**src/rtl/ps2_key_sequencer.sv**
```systemverilog
// PS/2 break-code sequencer: tracks F0/E0 prefixes, maps released keys to command
// codes and queues them in a first-word fall-through FIFO for the RTC controller.
module ps2_key_sequencer #(
  parameter int DEPTH   = 4,
  parameter int TIMEOUT = 1000000
) (
  input  logic       clk,
  input  logic       reset,
  input  logic       enable,
  input  logic       rx_done_tick,
  input  logic [7:0] dout,
  input  logic       rd_ack,
  input  logic       clr_ovf,
  output logic       rx_en,
  output logic [7:0] key_code,
  output logic       key_valid,
  output logic [4:0] count,
  output logic       overflow
);

  localparam int AW = (DEPTH > 1) ? $clog2(DEPTH) : 1;
  localparam int TW = $clog2(TIMEOUT + 1);
  localparam logic [7:0]    BRK_BYTE = 8'hF0;
  localparam logic [7:0]    EXT_BYTE = 8'hE0;
  localparam logic [4:0]    FULL_CNT = 5'(DEPTH);
  localparam logic [TW-1:0] TMO_LAST = TW'(TIMEOUT - 1);

  typedef enum logic [1:0] {S_IDLE, S_EXT, S_BRK, S_EXT_BRK} state_e;

  // Scan code to command code; bit 8 flags a hit.
  function automatic logic [8:0] map_scan(input logic [7:0] scan);
    logic [8:0] r;
    case (scan)
      8'h2B:   r = {1'b1, 8'h01};
      8'h33:   r = {1'b1, 8'h02};
      8'h2C:   r = {1'b1, 8'h03};
      8'h75:   r = {1'b1, 8'h10};
      8'h74:   r = {1'b1, 8'h11};
      8'h6B:   r = {1'b1, 8'h12};
      8'h72:   r = {1'b1, 8'h13};
      8'h76:   r = {1'b1, 8'h1F};
      default: r = {1'b0, 8'h00};
    endcase
    return r;
  endfunction

  state_e          state_q, state_d;
  logic [TW-1:0]   tmo_q, tmo_d;
  logic            req_q, req_d;
  logic [7:0]      scan_q, scan_d;
  logic [8:0]      lookup_s;
  logic            lk_hit_q;
  logic [7:0]      lk_code_q;
  logic [7:0]      mem_q [DEPTH];
  logic [AW-1:0]   wr_ptr_q, wr_ptr_d;
  logic [AW-1:0]   rd_ptr_q, rd_ptr_d;
  logic [4:0]      cnt_q, cnt_d;
  logic            valid_q, valid_d;
  logic [7:0]      head_q, head_d;
  logic            ovf_q, ovf_d;
  logic            rx_en_q;
  logic            do_pop_s, do_push_s, drop_s;

  assign lookup_s = map_scan(scan_q);

  // Prefix tracking and inter-byte timeout; a byte after a break prefix raises a lookup request.
  always_comb begin
    state_d = state_q;
    tmo_d   = tmo_q;
    req_d   = 1'b0;
    scan_d  = scan_q;
    if (!enable) begin
      state_d = S_IDLE;
      tmo_d   = '0;
    end else if (rx_done_tick) begin
      tmo_d = '0;
      case (state_q)
        S_IDLE: begin
          if (dout == BRK_BYTE) begin
            state_d = S_BRK;
          end else if (dout == EXT_BYTE) begin
            state_d = S_EXT;
          end else begin
            state_d = S_IDLE;
          end
        end
        S_EXT: begin
          if (dout == BRK_BYTE) begin
            state_d = S_EXT_BRK;
          end else begin
            state_d = S_IDLE;
          end
        end
        S_BRK, S_EXT_BRK: begin
          req_d   = 1'b1;
          scan_d  = dout;
          state_d = S_IDLE;
        end
        default: state_d = S_IDLE;
      endcase
    end else if (state_q != S_IDLE) begin
      if (tmo_q == TMO_LAST) begin
        state_d = S_IDLE;
        tmo_d   = '0;
      end else begin
        tmo_d = tmo_q + TW'(1);
      end
    end else begin
      tmo_d = '0;
    end
  end

  // FIFO bookkeeping; the head register is refreshed from whatever entry becomes the head.
  always_comb begin
    do_pop_s  = rd_ack && (cnt_q != 5'd0);
    do_push_s = lk_hit_q && ((cnt_q != FULL_CNT) || do_pop_s);
    drop_s    = lk_hit_q && (cnt_q == FULL_CNT) && !do_pop_s;
    wr_ptr_d  = wr_ptr_q;
    rd_ptr_d  = rd_ptr_q;
    cnt_d     = cnt_q;
    head_d    = head_q;
    if (do_push_s) begin
      wr_ptr_d = wr_ptr_q + AW'(1);
    end else begin
      wr_ptr_d = wr_ptr_q;
    end
    if (do_pop_s) begin
      rd_ptr_d = rd_ptr_q + AW'(1);
    end else begin
      rd_ptr_d = rd_ptr_q;
    end
    case ({do_push_s, do_pop_s})
      2'b10:   cnt_d = cnt_q + 5'd1;
      2'b01:   cnt_d = cnt_q - 5'd1;
      default: cnt_d = cnt_q;
    endcase
    // An entry written this edge that lands on the head is not yet in mem_q.
    if (cnt_d == 5'd0) begin
      head_d = head_q;
    end else if (do_push_s && (wr_ptr_q == rd_ptr_d)) begin
      head_d = lk_code_q;
    end else begin
      head_d = mem_q[rd_ptr_d];
    end
    valid_d = (cnt_d != 5'd0);
    if (drop_s) begin
      ovf_d = 1'b1;
    end else if (clr_ovf) begin
      ovf_d = 1'b0;
    end else begin
      ovf_d = ovf_q;
    end
  end

  // Sequencer, lookup pipeline and FIFO control registers.
  always_ff @(posedge clk) begin
    if (!reset) begin
      state_q   <= S_IDLE;
      tmo_q     <= '0;
      req_q     <= 1'b0;
      scan_q    <= 8'h00;
      lk_hit_q  <= 1'b0;
      lk_code_q <= 8'h00;
      wr_ptr_q  <= '0;
      rd_ptr_q  <= '0;
      cnt_q     <= 5'd0;
      valid_q   <= 1'b0;
      head_q    <= 8'h00;
      ovf_q     <= 1'b0;
      rx_en_q   <= 1'b0;
    end else begin
      state_q   <= state_d;
      tmo_q     <= tmo_d;
      req_q     <= req_d;
      scan_q    <= scan_d;
      lk_hit_q  <= req_q && lookup_s[8];
      lk_code_q <= lookup_s[7:0];
      wr_ptr_q  <= wr_ptr_d;
      rd_ptr_q  <= rd_ptr_d;
      cnt_q     <= cnt_d;
      valid_q   <= valid_d;
      head_q    <= head_d;
      ovf_q     <= ovf_d;
      rx_en_q   <= enable;
    end
  end

  // FIFO storage; contents need no reset since the pointers define validity.
  always_ff @(posedge clk) begin
    if (reset && do_push_s) begin
      mem_q[wr_ptr_q] <= lk_code_q;
    end
  end

  assign rx_en     = rx_en_q;
  assign key_code  = head_q;
  assign key_valid = valid_q;
  assign count     = cnt_q;
  assign overflow  = ovf_q;

endmodule
```
**config.mk**
```make
export PLATFORM = sky130hd
export DESIGN_NAME = ps2_key_sequencer
export DESIGN_NICKNAME = d
export VERILOG_FILES = /design/src/rtl/ps2_key_sequencer.sv
export SDC_FILE = /design/constraint.sdc
export NUM_CORES = 1
export LEC_CHECK = 0
export CORE_MARGIN = 2
export CORE_UTILIZATION = 40
export CTS_BUF_LIST = sky130_fd_sc_hd__clkbuf_8
export CTS_CLUSTER_SIZE = 40
export DETAILED_ROUTE_END_ITERATION = 8
export DONT_BUFFER_PORTS = 1
export HOLD_SLACK_MARGIN = 0.06
export PLACE_DENSITY = 0.59
export SETUP_SLACK_MARGIN = 0.1
export SLEW_MARGIN = 30
export SYNTH_ARGS = -nofsm -noshare
export SYNTH_HDL_FRONTEND = slang
export SYNTH_SLANG_ARGS = --single-unit
```
**constraint.sdc**
```tcl
create_clock -name clk -period 3.72 [get_ports clk]
set_input_delay 0.744 -clock clk [delete_from_list [all_inputs] [get_ports clk]]
set_output_delay 0.744 -clock clk [all_outputs]
set_load 0.02 [all_outputs]
```
==> flow_metrics.tcl, run 1 <==
set metrics [dict create \
    timing.final.crit_share_pct 90.1 \
    crit_path_end_kind "flop" \
    detail_route.vias_per_cell 5.20 \
    ant_nets 0 \
    crit_fanout 13 \
    htreeDepth 3 \
    drc 0 \
    fin_nets 378 \
    slew_headroom_pct 51.6 \
    cp-start-kind "flop" \
    yosys_warnings 0 \
    rows 33 \
    vdd_drop_max_v 0.000221 \
    fp.dieW_um 95.9 \
    setup_violations 0 \
    place_hpwl_um 4660 \
    crit_type "flop to flop" \
    io_buffers 0 \
    crit_path_max_incr_delay_ns 0.65 \
    firstDrtPassIters 4 \
    synth_top_area_share_pct 30.8 \
    synth-edff-count 16 \
    pin_count 30 \
    fin_crit_ns 3.35 \
    status "complete, no violations" \
    cts_tree "built" \
    crit_buf_inv 0 \
    postCtsSetupBuffers 0 \
    yosysMostFrequentCell "nor2_1" \
    fin_cells 468 \
    cts_buffer_depth 2 \
    powerDensity_nw_per_um2 590 \
    routed_wl_um 6590 \
    critPathTopFamily "simple AND/OR/NAND/NOR gates" \
    clk-insertion-delay-late_ns 0.34 \
    rsz0062_at_grt "false" \
    worstPathCellList "or3_1 > o21ai_2 > o31ai_1 > ha_1 > nor4b_4 > o2bb2ai_1 > a22oi_1 > or4_4 > nor3b_1 > a2111oi_2" \
    syn-cell-area_sq_um 3380 \
    synthArstFlopShare_pct 0 \
    cp_data_required_time_ns 3.96 \
    hold_viol_final 0 \
    grt_pass1_wl_um 11100 \
    initial_core_util_pct 41.1 \
    syn_to_final_growth_pct 8.63 \
    syn_inst 357 \
    wl_per_cell_um 14.1 \
    routed-via-count 2435 \
    leakage_nw 1.41 \
    die_h_um 95.9 \
    power_w 0.00217 \
    grt_max_degree 26 \
    synth-seq-cells 68 \
    hold_class "flop to flop" \
    drt_iter0_markers 141 \
    fin_skew_ns 0.00984 \
    slowest_stage "or4_4" \
    synth_commonest_cells "nor2_1 (54), dfxtp_1 (52), mux2i_1 (24)" \
    ys_top_cells_by_area "dfxtp_1 (31%), edfxtp_1 (14%), mux2i_1 (7.1%)" \
    fmax_mhz 298 \
    ys_dominant_reg_cell "dfxtp_1" \
    layout-drive-gt1-share_pct 10.2 \
    clk_pin_slew_ns 0.08 \
    gr-usage-all-layers_pct 15.7 \
    cp.arrival_ns 3.59 \
    cts-root-buf "clkbuf_8" \
    numCtsBuffers 9 \
    dp.cells 452 \
    gp_congestion 0.831 \
    maxSlewViolCount 0 \
    max_cap_viol_count 0 \
    antenna_found_initial 0 \
    setup_total_negative_slack_ns 0 \
    synth.distinct_cells 55 \
    synth_area_leader_cell "dfxtp_1" \
    coreArea_sq_um 8220 \
    cts_sinks 68 \
    post_synth.cell_area_avg_sq_um 9.47 \
    worst_pin_slew_ns 0.726 \
    ys_seq_area_share_pct 45.0 \
    grt_pass1_vias 2328 \
    grt-ovfl-total 0 \
    antennaDiodeCount 0 \
    die-area_sq_um 9200 \
]
what timing repair did:
action,4_1_cts,5_1_grt
hold buffers,0,0
setup endpoints to repair,0,1
resized for setup,0,1
per-layer routing:
metal	wire (um)	part of all wire, %	track usage [%]	vias to the layer above
met5	0	0	0	-
met4	101	1.5	6.79	0
met3	257	3.9	3.45	9
met2	3050	46	24.7	37
met1	3190	48	20.7	1128
li1	-	-	-	1261
worst min-delay path, delay by kind of cell (launching register included):
| kind | cells | cell delay [ns] |
|---|---|---|
| flip-flops | 1 | 0.30 |
| buffers and inverters | 1 | 0.05 |
| AND/OR/NAND/NOR | 1 | 0.04 |
path summary, 6_finish.rpt:
path                                           from                       end  slack, ns  cells after the start
worst max-delay path            count[2]$_SDFF_PN0_  key_code[3]$_SDFFE_PN0P_       0.37                     10
worst min-delay path               req_q$_SDFF_PN0_       lk_hit_q$_SDFF_PN0_       0.42                      2
worst max register to register  count[2]$_SDFF_PN0_  key_code[3]$_SDFFE_PN0P_       0.37                     10
worst min register to register     req_q$_SDFF_PN0_       lk_hit_q$_SDFF_PN0_       0.42                      2
layout by cell type (no fill, tap or decap), drive strengths merged, types with 4 or more instances in the layout:
master | netlist | layout
mux2i | 24 | 24
buf | 10 | 7
ha | 6 | 6
nor2 | 54 | 54
inv | 13 | 16
o211ai | 6 | 6
and2 | 10 | 10
xnor2 | 8 | 8
a211oi | 6 | 6
clkbuf | 9 | 9
nand2 | 19 | 19
a21oi | 7 | 7
nor4b | 4 | 4
edfxtp | 16 | 16
xor2 | 16 | 16
nand3 | 17 | 17
nand4 | 6 | 6
dfxtp | 52 | 52
nor3b | 4 | 4
nor2b | 7 | 7
o21ai | 9 | 9
cells by family after synthesis:
| family | after synthesis | synth area share, % |
|---|---|---|
| buffers and inverters | 32 | 4.15 |
| AOI/OAI and AO/OA | 52 | 11.6 |
| muxes | 27 | 8.11 |
| DFF | 68 | 45.0 |
| other | 1 | 0.111 |
| adders and majority gates | 6 | 2.22 |
| xor gates and xnor gates | 24 | 6.22 |
| and+or+nand+nor | 147 | 22.6 |
metrics by stage:
stage               util, %  cell area, sq um  hold slack (ns)  setup WS, ns
floorplan                 -              3390            0.394         0.178
global placement       42.3              3480            0.413         0.414
detailed placement     42.3              3480            0.416         0.304
CTS                    44.6              3660            0.433         0.274
global route           44.7              3670            0.477         0.123
finish                 44.7              3670            0.420         0.367
sequential cells by signal, indices dropped and copies added (netlist names), 2 cells and up:
| signal | count |
|---|---|
| state_q | 2 |
| wr_ptr_q | 2 |
| key_code | 4 |
| tmo_q | 20 |
| count | 5 |
| lk_code_q | 4 |
| mem_q | 16 |
| scan_q | 8 |
| rd_ptr_q | 2 |
layout make-up:
cell class | count | area [sq um]
clock buffer | 9 | 124
clock inverter | 7 | 58.8
timing repair buffer | 7 | 52.6
inverter | 13 | 48.8
tap | 105 | 131
multi-input combinational | 259 | 1730
sequential | 68 | 1520
fill | 808 | 4550
where the power goes:
group | total (W) | internal [W] | switching, W
sequential | 0.000853 | 0.000794 | 0.0000591
clock | 0.000575 | 0.000302 | 0.000273
combinational | 0.000738 | 0.000328 | 0.000410
No activity file was read; power rests on OpenSTA's default activity.
==> run 2: changes to the inputs <==
--- a/config.mk
+++ b/config.mk
@@ -12,7 +12,7 @@
 export DETAILED_ROUTE_END_ITERATION = 8
 export DONT_BUFFER_PORTS = 1
 export HOLD_SLACK_MARGIN = 0.06
-export PLACE_DENSITY = 0.59
+export PLACE_DENSITY = 0.64
 export SETUP_SLACK_MARGIN = 0.1
 export SLEW_MARGIN = 30
 export SYNTH_ARGS = -nofsm -noshare
==> flow_metrics.tcl, run 2 (synthesis gave the netlist of run 1 again) <==
set metrics [dict create \
    firstDrtPassIters 4 \
    leakage_nw 1.41 \
    slew_headroom_pct 49.9 \
    cp_data_required_time_ns 3.96 \
    setup_violations 0 \
    routed_wl_um 6340 \
    pin_count 30 \
    rows 33 \
    largestRegisters "tmo_q: 20 flops, mem_q: 16 flops, scan_q: 8 flops" \
    internal-power_w 0.00150 \
    final_common_cell "nor2_1" \
    die_h_um 95.9 \
    whs_ns 0.425 \
    largest_reg_flops 20 \
    cts.repair.resized 0 \
    fin_crit_ns 3.42 \
    timing.rr.start "count[2]$_SDFF_PN0_" \
    postCtsSetupBuffers 0 \
    fin_nets 377 \
    crit_fanout 13 \
    syn_to_final_growth_pct 9.37 \
    ant_nets 0 \
    initial_core_util_pct 41.1 \
    cts-root-buf "clkbuf_8" \
    fmax_mhz 292 \
    grt-ovfl-total 0 \
    crit_path_max_incr_delay_ns 0.65 \
    htreeDepth 3 \
    clk_pin_slew_ns 0.08 \
    grt_max_degree 26 \
    worst_pin_slew_ns 0.744 \
    grt_pass1_vias 2408 \
    crit_path_end_kind "flop" \
    io_buffers 0 \
    detail_route.vias_per_cell 5.26 \
    antenna_found_initial 0 \
    rsz0062_at_grt "false" \
    cp-start-kind "flop" \
    gp_congestion 0.836 \
    worstPathCellList "or3_1 > o21ai_2 > o31ai_1 > ha_1 > nor4b_2 > o2bb2ai_1 > a22oi_1 > or4_4 > nor3b_1 > a2111oi_2" \
    ctsHoldBuffers 0 \
    p_clk_share_pct 29.6 \
    p_switching_w 0.000748 \
    ff2ff_path_depth 10 \
    cts_tree "built" \
    status "complete, no violations" \
    fin_skew_ns 0.00871 \
    r2r_slack_ns 0.30 \
    wl_per_cell_um 13.6 \
    antennaDiodeCount 0 \
    place_hpwl_um 4600 \
    powerDensity_nw_per_um2 608 \
    seqPwrFrac_pct 38.3 \
    routed-via-count 2456 \
    reg2reg_to "key_code[3]$_SDFFE_PN0P_" \
    startpoint "count[2]$_SDFF_PN0_" \
    slowest_stage "or4_4" \
    cp.arrival_ns 3.67 \
    die-area_sq_um 9200 \
    final_cell_mix "nor2_1 (54), dfxtp_1 (52), mux2i_1 (24)" \
    vdd_drop_max_v 0.000335 \
    numCtsBuffers 9 \
    max_cap_viol_count 0 \
    cts_sinks 68 \
    timing.final.crit_share_pct 92.1 \
    cts_buffer_depth 2 \
    gr-usage-all-layers_pct 15.6 \
    hold_class "flop to flop" \
    setup_total_negative_slack_ns 0 \
    hold_viol_final 0 \
    crit_type "flop to flop" \
    layout-drive-gt1-share_pct 10.5 \
    maxSlewViolCount 0 \
    combPwrFrac_pct 32.1 \
    fp.dieW_um 95.9 \
    drc 0 \
    grt_pass1_wl_um 11100 \
    drt_iter0_markers 57 \
    clk-insertion-delay-late_ns 0.34 \
    worstSetupEndpoint "key_code[3]$_SDFFE_PN0P_" \
    regMostFlops "tmo_q" \
    switching_share_pct 33.3 \
    coreArea_sq_um 8220 \
]
-- run 2: cell count changes in the layout (fill, tap and decap cells not counted) --
cell and change:
nor4b_4 -1, nor4b_2 +1, inv_6 +1, buf_4 -1, clkinv_4 +3, inv_4 -1, clkinvlp_2 +1, clkinv_2 -3
bufinv_16 +1, inv_1 -2
-- run 2: routing by layer --
| layer | global-route usage (%) | share of wire, % | up-vias |
|---|---|---|---|
| met4 | 6.19 | 1.5 | 0 |
| met5 | 0 | 0 | - |
| li1 | - | - | 1253 |
| met1 | 19.4 | 48 | 1157 |
| met3 | 3.84 | 3.4 | 10 |
| met2 | 25.9 | 48 | 36 |
-- run 2: final cells by class --
| type | count | area, sq um |
|---|---|---|
| fill | 776 | 4520 |
| clock buffer | 9 | 124 |
| inverter | 13 | 48.8 |
| clock inverter | 7 | 100 |
| sequential | 68 | 1520 |
| multi-input combinational | 259 | 1730 |
| timing repair buffer | 6 | 45.0 |
| tap | 105 | 131 |
-- run 2: worst min path at each step --
stage                      from             endpoint  depth (start not counted)
2_1_floorplan  req_q$_SDFF_PN0_  lk_hit_q$_SDFF_PN0_                          2
3_3_place_gp   req_q$_SDFF_PN0_  lk_hit_q$_SDFF_PN0_                          2
3_5_place_dp   req_q$_SDFF_PN0_  lk_hit_q$_SDFF_PN0_                          2
4_1_cts        req_q$_SDFF_PN0_  lk_hit_q$_SDFF_PN0_                          2
5_1_grt        req_q$_SDFF_PN0_  lk_hit_q$_SDFF_PN0_                          2
6_report       req_q$_SDFF_PN0_  lk_hit_q$_SDFF_PN0_                          2
-- run 2: worst max-delay path: cells and delay by family, from the launching register on --
kind | cells | cell delay [ns]
flops | 1 | 0.43
fa+ha+maj | 1 | 0.25
compound gates | 5 | 0.88
simple gates | 4 | 1.76
-- run 2: power by group through the flow --
stage | registers (W) | clock network (W) | logic (W)
global route | 0.000865 | 0.000716 | 0.000805
finish | 0.000860 | 0.000665 | 0.000721
CTS | 0.000862 | 0.000688 | 0.000722
detailed placement | 0.000880 | 0 | 0.000718
global placement | 0.000879 | 0 | 0.000706
floorplan | 0.000886 | 0 | 0.000614
-- run 2: metrics by stage --
stage / area, sq um / util, % / cells / power [W] / worst slack, ns
floorplan: 3390 / - / 359 / 0.00150 / 0.178
global placement: 3470 / 42.3 / 451 / 0.00159 / 0.434
detailed placement: 3470 / 42.3 / 451 / 0.00160 / 0.318
CTS: 3700 / 45.0 / 467 / 0.00227 / 0.307
global route: 3700 / 45.0 / 467 / 0.00239 / 0.101
finish: 3700 / 45.0 / 467 / 0.00225 / 0.295
==> run 3: changes to the inputs <==
--- a/config.mk
+++ b/config.mk
@@ -12,6 +12,7 @@
 export DETAILED_ROUTE_END_ITERATION = 8
 export DONT_BUFFER_PORTS = 1
 export HOLD_SLACK_MARGIN = 0.06
+export MAX_ROUTING_LAYER = met4
 export PLACE_DENSITY = 0.64
 export SETUP_SLACK_MARGIN = 0.1
 export SLEW_MARGIN = 30
==> flow_metrics.tcl, run 3 (synthesis gave the netlist of run 1 again) <==
set metrics [dict create \
    dp.cells 451 \
    antennaDiodeCount 0 \
    rows 33 \
    grt_pass1_vias 2412 \
    gr-usage-all-layers_pct 16.0 \
    whs_path_depth 2 \
    cp_data_required_time_ns 3.96 \
    ant_nets 0 \
    coreArea_sq_um 8220 \
    place_hpwl_um 4600 \
    reg2reg_to "key_code[3]$_SDFFE_PN0P_" \
    hold_class "flop to flop" \
    drt_iter0_markers 55 \
    powerDensity_nw_per_um2 608 \
    grt_pass1_wl_um 11100 \
    antenna_found_initial 0 \
    grt-ovfl-total 0 \
    worst_pin_slew_ns 0.744 \
    cts_tree "built" \
    initial_core_util_pct 41.1 \
    layout-drive-gt1-share_pct 10.5 \
    status "complete, no violations" \
    regMostFlops "tmo_q" \
    crit_path_end_kind "flop" \
    pin_count 30 \
    vdd_drop_max_v 0.000336 \
    cts-root-buf "clkbuf_8" \
    slowest_stage "or4_4" \
    cts_buffer_depth 2 \
    timing.rr.start "count[2]$_SDFF_PN0_" \
    htreeDepth 3 \
    min_to "lk_hit_q$_SDFF_PN0_" \
    leakage_nw 1.41 \
    largest_reg_flops 20 \
    setup_total_negative_slack_ns 0 \
    clk-insertion-delay-late_ns 0.34 \
    cts_sinks 68 \
    clk_pin_slew_ns 0.08 \
    routed_wl_um 6380 \
    fin_nets 377 \
    cp-start-kind "flop" \
    power_w 0.00225 \
    max_cap_viol_count 0 \
    hold_viol_final 0 \
    largestRegisters "tmo_q: 20 flops, mem_q: 16 flops, scan_q: 8 flops" \
    detail_route.vias_per_cell 5.26 \
    worstHoldStart "req_q$_SDFF_PN0_" \
    cts.repair.resized 0 \
    grt_max_degree 26 \
    timing.final.crit_share_pct 92.3 \
    die_h_um 95.9 \
    postCtsSetupBuffers 0 \
    slew_headroom_pct 49.9 \
    fmax_mhz 291 \
    ff2ff_path_depth 10 \
    fin_cells 467 \
    worstPathCellList "or3_1 > o21ai_2 > o31ai_1 > ha_1 > nor4b_2 > o2bb2ai_1 > a22oi_1 > or4_4 > nor3b_1 > a2111oi_2" \
    crit_type "flop to flop" \
    fin_crit_ns 3.43 \
    routed-via-count 2456 \
    final_cell_mix "nor2_1 (54), dfxtp_1 (52), mux2i_1 (24)" \
    ctsHoldBuffers 0 \
    cp.arrival_ns 3.68 \
    fin_skew_ns 0.00912 \
    die-area_sq_um 9200 \
    final_common_cell "nor2_1" \
    gp_congestion 0.849 \
    maxSlewViolCount 0 \
    drc 0 \
    io_buffers 0 \
    firstDrtPassIters 5 \
    r2r_slack_ns 0.29 \
    crit_fanout 13 \
    syn_to_final_growth_pct 9.37 \
    setup_violations 0 \
    crit_path_max_incr_delay_ns 0.65 \
    numCtsBuffers 9 \
    wl_per_cell_um 13.7 \
    rsz0062_at_grt "false" \
    whs_ns 0.424 \
    fp.dieW_um 95.9 \
]
run 3: cell counts in the layout (fill, tap and decap cells not counted):
No cell type changed its count.
run 3: worst max path at each step:
stage                          endpoint  cells after the start                start
2_1_floorplan  key_code[3]$_SDFFE_PN0P_                     12  count[3]$_SDFF_PN0_
6_report       key_code[3]$_SDFFE_PN0P_                     10  count[2]$_SDFF_PN0_
3_3_place_gp   key_code[3]$_SDFFE_PN0P_                     10  count[2]$_SDFF_PN0_
5_1_grt        key_code[3]$_SDFFE_PN0P_                     10  count[2]$_SDFF_PN0_
3_5_place_dp   key_code[3]$_SDFFE_PN0P_                     10  count[2]$_SDFF_PN0_
4_1_cts        key_code[3]$_SDFFE_PN0P_                     10  count[2]$_SDFF_PN0_
run 3: layer usage:
layer,vias up,track usage (%),share of wire [%]
li1,1253,-,-
met1,1160,19.5,48
met2,35,26.0,47
met3,8,3.68,3.4
met4,0,6.19,1.2
met5,-,-,0
run 3: area by class of cell:
type | count | area [sq um]
clock buffers | 9 | 124
repair buffers | 6 | 45.0
well taps | 105 | 131
flip-flops and latches | 68 | 1520
inverters | 13 | 48.8
multi-input cells | 259 | 1730
fillers | 776 | 4520
clock inverters | 7 | 100
run 3: per-stage QoR:
| stage | cell area, sq um | utilization, % | setup slack (ns) |
|---|---|---|---|
| floorplan | 3390 | - | 0.178 |
| global placement | 3470 | 42.3 | 0.434 |
| detailed placement | 3470 | 42.3 | 0.318 |
| CTS | 3700 | 45.0 | 0.307 |
| global route | 3700 | 45.0 | 0.101 |
| finish | 3700 | 45.0 | 0.286 |
run 3: power by group:
part / switching [W] / internal, W
logic: 0.000399 / 0.000322
clock network: 0.000285 / 0.000381
registers: 0.0000656 / 0.000794
run 3: critical path, delay by kind of cell, from the launching register on:
kind	cells	cell delay, ns
AND/OR/NAND/NOR	4	1.77
AO/OA/AOI/OAI	5	0.88
flip-flops	1	0.43
adder cells (fa/ha/maj)	1	0.25
